**config.mk**
```make
export PLATFORM = sky130hd
export DESIGN_NAME = vtiming_gen_flat
export DESIGN_NICKNAME = d
export VERILOG_FILES = /design/src/rtl/vtiming_gen_if.sv /design/src/rtl/vtiming_gen.sv /design/src/flat_wrapper.sv
export SDC_FILE = /design/constraint.sdc
export NUM_CORES = 1
export LEC_CHECK = 0
export ABC_AREA = 1
export CAP_MARGIN = 0
export CORE_ASPECT_RATIO = 1.75
export CORE_MARGIN = 1
export CORE_UTILIZATION = 40
export CTS_CLUSTER_DIAMETER = 150
export DETAILED_ROUTE_END_ITERATION = 10
export SYNTH_ARGS = -nofsm -noshare
export SYNTH_HDL_FRONTEND = slang
export SYNTH_SLANG_ARGS = --single-unit
export TNS_END_PERCENT = 30
```
**constraint.sdc**
```tcl
create_clock -name Clk -period 1.89 [get_ports Clk]
set_clock_uncertainty 0.05 [all_clocks]
set_input_delay 0.2835 -clock Clk [delete_from_list [all_inputs] [get_ports Clk]]
set_output_delay 0.2835 -clock Clk [all_outputs]
set_load 0.1 [all_outputs]
```
**src/rtl/vtiming_gen_if.sv**
```systemverilog
// vtiming_gen_if: raster timing bundle between the pixel-enable source,
// the timing generator and the pixel fetch / colour output stages.
//   PixelEn      - pixel-clock enable into the generator
//   PixelCounter - horizontal position (XBITS wide)
//   LineCounter  - vertical position (YBITS wide)
//   HSync/VSync  - polarity-configured sync levels
//   Active       - both axes inside their visible region
//   LineStart    - one-cycle strobe on entry to pixel 0 of a line
//   FrameStart   - one-cycle strobe on entry to (0,0)
// The master modport belongs to the timing generator; the slave modport
// belongs to the stage that supplies PixelEn and consumes the timing.
interface vtiming_gen_if #(
    parameter int XBITS = 10,
    parameter int YBITS = 10
);
    logic             PixelEn;
    logic [XBITS-1:0] PixelCounter;
    logic [YBITS-1:0] LineCounter;
    logic             HSync;
    logic             VSync;
    logic             Active;
    logic             LineStart;
    logic             FrameStart;

    modport master (
        input  PixelEn,
        output PixelCounter, LineCounter, HSync, VSync, Active,
               LineStart, FrameStart
    );

    modport slave (
        output PixelEn,
        input  PixelCounter, LineCounter, HSync, VSync, Active,
               LineStart, FrameStart
    );
endinterface

```
**src/rtl/vtiming_gen.sv**
```systemverilog
// vtiming_gen: parametrised raster timing generator.
// Horizontal/vertical counters advance on PixelEn; per-axis phase FSMs
// (ACTIVE -> FRONT -> SYNC -> BACK) drive sync, active-video and the
// line/frame start strobes. Every output is registered on the same edge
// as the counters, so flags always describe the current position.
// Ports:
//   Clk   - system clock, rising edge
//   Reset - synchronous, active-high; has priority over PixelEn
//   vt    - vtiming_gen_if.master (PixelEn in, timing outputs out)
module vtiming_gen #(
    parameter int          XBITS     = 10,
    parameter int          YBITS     = 10,
    parameter int unsigned HACTIVE   = 640,
    parameter int unsigned HFP       = 16,
    parameter int unsigned HSYNC     = 96,
    parameter int unsigned HBP       = 48,
    parameter int unsigned VACTIVE   = 480,
    parameter int unsigned VFP       = 10,
    parameter int unsigned VSYNC     = 2,
    parameter int unsigned VBP       = 33,
    parameter bit          HSYNC_POL = 1'b0,
    parameter bit          VSYNC_POL = 1'b0
) (
    input  logic          Clk,
    input  logic          Reset,
    vtiming_gen_if.master vt
);

    localparam int unsigned H_TOTAL     = HACTIVE + HFP + HSYNC + HBP;
    localparam int unsigned V_TOTAL     = VACTIVE + VFP + VSYNC + VBP;

    // Last position of each phase; a transition fires on the enabled edge
    // that leaves this position.
    localparam int unsigned H_ACT_LAST  = HACTIVE - 1;
    localparam int unsigned H_FP_LAST   = HACTIVE + HFP - 1;
    localparam int unsigned H_SYNC_LAST = HACTIVE + HFP + HSYNC - 1;
    localparam int unsigned H_LAST      = H_TOTAL - 1;
    localparam int unsigned V_ACT_LAST  = VACTIVE - 1;
    localparam int unsigned V_FP_LAST   = VACTIVE + VFP - 1;
    localparam int unsigned V_SYNC_LAST = VACTIVE + VFP + VSYNC - 1;
    localparam int unsigned V_LAST      = V_TOTAL - 1;

    if (longint'(H_LAST) >= (longint'(1) << XBITS)) begin : g_xbits_check
        $error("vtiming_gen: XBITS=%0d cannot hold H_TOTAL-1=%0d", XBITS, H_LAST);
    end
    if (longint'(V_LAST) >= (longint'(1) << YBITS)) begin : g_ybits_check
        $error("vtiming_gen: YBITS=%0d cannot hold V_TOTAL-1=%0d", YBITS, V_LAST);
    end

    typedef enum logic [1:0] {
        PH_ACTIVE,
        PH_FRONT,
        PH_SYNC,
        PH_BACK
    } phase_t;

    // One phase step for either axis. A zero-length porch is skipped by
    // jumping straight to the following phase on the same edge.
    function automatic phase_t step_phase(
        input phase_t      cur,
        input int unsigned pos,
        input int unsigned act_last,
        input int unsigned fp_last,
        input int unsigned sync_last,
        input int unsigned tot_last,
        input logic        has_fp,
        input logic        has_bp
    );
        phase_t nxt;
        nxt = cur;
        case (cur)
            PH_ACTIVE: if (pos == act_last)  nxt = has_fp ? PH_FRONT : PH_SYNC;
            PH_FRONT:  if (pos == fp_last)   nxt = PH_SYNC;
            PH_SYNC:   if (pos == sync_last) nxt = has_bp ? PH_BACK : PH_ACTIVE;
            PH_BACK:   if (pos == tot_last)  nxt = PH_ACTIVE;
            default:                         nxt = PH_ACTIVE;
        endcase
        return nxt;
    endfunction

    logic [XBITS-1:0] pix_q;
    logic [YBITS-1:0] line_q;
    phase_t           h_state;
    phase_t           v_state;
    logic             hsync_q;
    logic             vsync_q;
    logic             active_q;
    logic             line_start_q;
    logic             frame_start_q;

    logic             h_wrap;
    logic             v_wrap;
    logic [XBITS-1:0] pix_nxt;
    logic [YBITS-1:0] line_nxt;
    phase_t           h_nxt;
    phase_t           v_nxt;

    always_comb begin
        h_wrap   = (pix_q == XBITS'(H_LAST));
        v_wrap   = (line_q == YBITS'(V_LAST));
        pix_nxt  = h_wrap ? '0 : pix_q + XBITS'(1);
        line_nxt = line_q;
        v_nxt    = v_state;
        h_nxt    = step_phase(h_state, 32'(pix_q), H_ACT_LAST, H_FP_LAST,
                              H_SYNC_LAST, H_LAST, HFP != 0, HBP != 0);
        // The vertical axis only moves on a line wrap, which keeps VSync
        // aligned with PixelCounter returning to 0.
        if (h_wrap) begin
            line_nxt = v_wrap ? '0 : line_q + YBITS'(1);
            v_nxt    = step_phase(v_state, 32'(line_q), V_ACT_LAST, V_FP_LAST,
                                  V_SYNC_LAST, V_LAST, VFP != 0, VBP != 0);
        end
    end

    always_ff @(posedge Clk) begin
        if (Reset) begin
            pix_q         <= '0;
            line_q        <= '0;
            h_state       <= PH_ACTIVE;
            v_state       <= PH_ACTIVE;
            hsync_q       <= ~HSYNC_POL;
            vsync_q       <= ~VSYNC_POL;
            active_q      <= 1'b1;
            line_start_q  <= 1'b0;
            frame_start_q <= 1'b0;
        end else begin
            line_start_q  <= 1'b0;
            frame_start_q <= 1'b0;
            if (vt.PixelEn) begin
                pix_q         <= pix_nxt;
                line_q        <= line_nxt;
                h_state       <= h_nxt;
                v_state       <= v_nxt;
                // Flags are computed from the next phase so they line up
                // with the counter value loaded on this same edge.
                hsync_q       <= (h_nxt == PH_SYNC) ? HSYNC_POL : ~HSYNC_POL;
                vsync_q       <= (v_nxt == PH_SYNC) ? VSYNC_POL : ~VSYNC_POL;
                active_q      <= (h_nxt == PH_ACTIVE) && (v_nxt == PH_ACTIVE);
                line_start_q  <= h_wrap;
                frame_start_q <= h_wrap && v_wrap;
            end
        end
    end

    assign vt.PixelCounter = pix_q;
    assign vt.LineCounter  = line_q;
    assign vt.HSync        = hsync_q;
    assign vt.VSync        = vsync_q;
    assign vt.Active       = active_q;
    assign vt.LineStart    = line_start_q;
    assign vt.FrameStart   = frame_start_q;

endmodule
```
**src/flat_wrapper.sv**
```systemverilog
// flat-port wrapper written by rule: the top's interface ports become plain ports
module vtiming_gen_flat 
#(
    parameter int          XBITS     = 10,
    parameter int          YBITS     = 10,
    parameter int unsigned HACTIVE   = 640,
    parameter int unsigned HFP       = 16,
    parameter int unsigned HSYNC     = 96,
    parameter int unsigned HBP       = 48,
    parameter int unsigned VACTIVE   = 480,
    parameter int unsigned VFP       = 10,
    parameter int unsigned VSYNC     = 2,
    parameter int unsigned VBP       = 33,
    parameter bit          HSYNC_POL = 1'b0,
    parameter bit          VSYNC_POL = 1'b0
)
  (Clk, Reset, vt_PixelEn, vt_PixelCounter, vt_LineCounter, vt_HSync, vt_VSync, vt_Active, vt_LineStart, vt_FrameStart);
  vtiming_gen_if #(.XBITS(XBITS), .YBITS(YBITS)) vt_i ();
  input  logic Clk;
  input  logic Reset;
  input wire logic [$bits(vt_i.PixelEn)-1:0] vt_PixelEn;
  output wire logic [$bits(vt_i.PixelCounter)-1:0] vt_PixelCounter;
  output wire logic [$bits(vt_i.LineCounter)-1:0] vt_LineCounter;
  output wire logic [$bits(vt_i.HSync)-1:0] vt_HSync;
  output wire logic [$bits(vt_i.VSync)-1:0] vt_VSync;
  output wire logic [$bits(vt_i.Active)-1:0] vt_Active;
  output wire logic [$bits(vt_i.LineStart)-1:0] vt_LineStart;
  output wire logic [$bits(vt_i.FrameStart)-1:0] vt_FrameStart;
  assign vt_i.PixelEn = vt_PixelEn;
  assign vt_PixelCounter = vt_i.PixelCounter;
  assign vt_LineCounter = vt_i.LineCounter;
  assign vt_HSync = vt_i.HSync;
  assign vt_VSync = vt_i.VSync;
  assign vt_Active = vt_i.Active;
  assign vt_LineStart = vt_i.LineStart;
  assign vt_FrameStart = vt_i.FrameStart;
  vtiming_gen #(.XBITS(XBITS), .YBITS(YBITS), .HACTIVE(HACTIVE), .HFP(HFP), .HSYNC(HSYNC), .HBP(HBP), .VACTIVE(VACTIVE), .VFP(VFP), .VSYNC(VSYNC), .VBP(VBP), .HSYNC_POL(HSYNC_POL), .VSYNC_POL(VSYNC_POL)) u_core (.Clk(Clk), .Reset(Reset), .vt(vt_i));
endmodule
```
==> results by group <==
Power
  • Worst vdd ir: between 400 and 500 uV
  • Lkg Pwr: between 0.9 and 1 nW
  • Total design power: roughly 1.3 mW
  • PwrDens: between 500 and 600 nW/um2

Clock network
  • TritonCTS clock tree: yes
  • H-Tree Depth: 2
  • Number of buffers created by CTS: 5
  • Resized Gates After CTS: 0
  • Hold Buf Count CTS: 0
  • # clock sinks: 29
  • Post-CTS Setup Repair Bufs: 0
  • Clk root buf: clkbuf_8
  • CTS clk-pin slew, worst paths: around 0.06 ns
  • Clk_lat worst skew: between 0.2 and 0.3 ns
  • Clock buffer depth: 2

Logic synthesis
  • Post-Syn Area: roughly 1600 um2
  • Synth top cells by count: nand2_1 (58), dfxtp_1 (29), inv_1 (27)
  • Yosys warns: 0
  • Top cell type's share of synthesized area: between 30% and 40%
  • Ys async rst share: 0%
  • Synthesized instance count: between 200 and 250
  • Register area share after synthesis: between 30% and 40%
  • Flops & latches, synth: 29
  • Top cells by area, synth: dfxtp_1 (35%), nand2_1 (13%), nand3_1 (6.7%)
  • Synth Flop Type: dfxtp_1
  • Distinct cells, synth: 32
  • Cell taking the most area after synthesis: dfxtp_1
  • Syn nets: 249
  • Cell with the most instances after synthesis: nand2_1
  • Mean Syn Cell Area: a little under 7 um2
  • EDFF count, synth: 0

Worst setup path
  • Crit-path most repeated cell: nand2_4
  • CP Buf/Inv Count: 1
  • Worst setup EP type: flip-flop
  • Worst path slowest cell: dfxtp_4
  • Req. time, crit path: ~2.0 ns
  • Worst path arrival time: ~1.8 ns
  • Largest fanout on the critical path: 6
  • Worst setup SP type: flip-flop
  • Crit path largest cell delay: approximately 0.36 ns
  • Crit-path cells: ha_1, nand2_2, nor2_4, nand2_4, nor2_8, inv_4, nand2_4, nand2_1, o21ai_0, a21oi_1
  • CP Class: reg -> reg
  • CP top delay family: simple AND/OR/NAND/NOR gates

Detailed routing
  • Total Routed Length: between 4000 and 5000 um
  • Drt pass-1 iters: 4
  • Initial DRC count: 43
  • Via-to-Cell Ratio: slightly below 5
  • WL/cell: 13.0 um
  • Vias: roughly 1.6k
  • DRC Markers: 0
  • DRT antenna net count: 0

Finish
  • Share of cells above drive strength 1: between 20% and 30%
  • Fill cells: around 410
  • Finished Core Util: a little over half
  • Area grow syn2layout: 30.0%
  • Finished Cell Area: between 2000 and 2500 um2
  • Number of nets in the layout: 287
  • Antenna Cells: 0

Place
  • DP Area: between 2000 and 2500 um2
  • Hpwl dp: between 3000 and 4000 um
  • Placer congestion estimate: 0.855
  • Port bufs: 27

GRT
  • Overall routing resource usage: a little over a fifth
  • First-pass GRT wire length: between 6000 and 7000 um
  • Vias in the first global route: between 1.5k and 2k
  • Initial antenna violation count: 0
  • Largest net degree at the start of global routing: 10
  • Remaining global-route overflow: 0

Timing
  • Setup TNS: 0 ns
  • Hold Worst Slack: roughly 0.41 ns
  • Tmin final: between 1.5 and 2 ns
  • Final Cycle Share: 89.5%
  • Final Hold Fails: 0
  • Fmax: ~590 MHz
  • RSZ-0062 raised after global routing: no
  • Slew @ Worst Pin: between 0.3 and 0.4 ns
  • Slew Limit Fails: 0
  • Max-slew headroom: between 70% and 80%
  • Setup violators final: 0

Floorplan
  • Initial core utilization: between 40% and 50%
  • Total die area: around 4400 um2
  • Core area: between 3000 and 4000 um2
  • Row count: 30
  • Ports: 28
  • Die span in y: between 80 and 90 um
  • DIE WIDTH: 50.4 um

Run
  • Max-Cap Viols: 0

Min path
  • Hold WC Path Type: reg -> reg

Run status
  • Status: completed
flip-flops by register name, summed over array words and instances, names as in the netlist:
| signal | cells |
|---|---|
| u_core.vt.Active | 1 |
| u_core.vt.VSync | 1 |
| u_core.vt.HSync | 1 |
| u_core.vt.LineCounter | 10 |
| u_core.h_state | 2 |
| u_core.vt.FrameStart | 1 |
| u_core.v_state | 2 |
| u_core.vt.PixelCounter | 10 |
| u_core.vt.LineStart | 1 |
per-layer routing:
layer  global-route usage, %  vias to the layer above  routed length (um)
met5                       0                        -                   0
met4                    13.9                        0                 129
met3                    3.86                        8                 127
met2                    42.7                       40                2450
met1                    19.2                      726                1570
li1                        -                      861                   -
power breakdown:
group	total [mW]	internal, mW	switching [mW]
sequential	0.627	0.620	0.00703
clock	0.528	0.297	0.232
combinational	0.123	0.0327	0.0902
layout by cell type, fill, tap and decap left out, drive strengths merged, types with 5 or more instances in the layout:
cell type / synthesis / final
o21ai: 6 / 6
inv: 31 / 31
buf: 2 / 32
nor3: 12 / 12
nor2: 30 / 30
nand3: 23 / 23
nand2: 64 / 64
xor2: 5 / 5
a21oi: 16 / 16
clkbuf: 1 / 8
dfxtp: 29 / 29
nand4: 6 / 6
per-stage QoR:
step | worst slack, ns | cells
3_3_place_gp | 0.105 | 321
4_1_cts | 0.216 | 329
2_1_floorplan | -0.0772 | 242
3_5_place_dp | 0.0756 | 321
6_report | 0.198 | 329
5_1_grt | 0.0243 | 329
tightest hold or removal path, delay by kind of cell (launching register included):
kind | cells | cell delay [ns]
flip-flops | 1 | 0.33
AO/OA/AOI/OAI | 1 | 0.06
AND/OR/NAND/NOR | 1 | 0.05
path summary, 6_finish.rpt:
check                                           endpoint  depth (start not counted)                       from  slack (ns)
worst max-delay path            u_core.vt.LineCounter[3]                         10  u_core.vt.PixelCounter[0]        0.20
worst min-delay path                     u_core.vt.HSync                          2            u_core.vt.HSync        0.41
worst max register to register  u_core.vt.LineCounter[3]                         10  u_core.vt.PixelCounter[0]        0.20
worst min register to register           u_core.vt.HSync                          2            u_core.vt.HSync        0.41
kinds of logic after synthesis:
family	after synthesis	synth area share, %
adders and majority gates	4	3.05
and+or+nand+nor	142	41.4
AOI/OAI and AO/OA	26	8.54
buffers and inverters	35	8.46
xor gates and xnor gates	6	3.20
DFF	29	35.4
area by class of cell:
cell class	count	area, um2	area share [%]
Timing Repair Buffer	34	335	15.7
Tap cell	48	60.1	2.81
Sequential cell	29	604	28.3
Multi-Input combinational cell	178	922	43.2
Inverter	32	123	5.74
Clock buffer	8	90.1	4.22
Note: power is estimated with default switching activity, not from simulation.
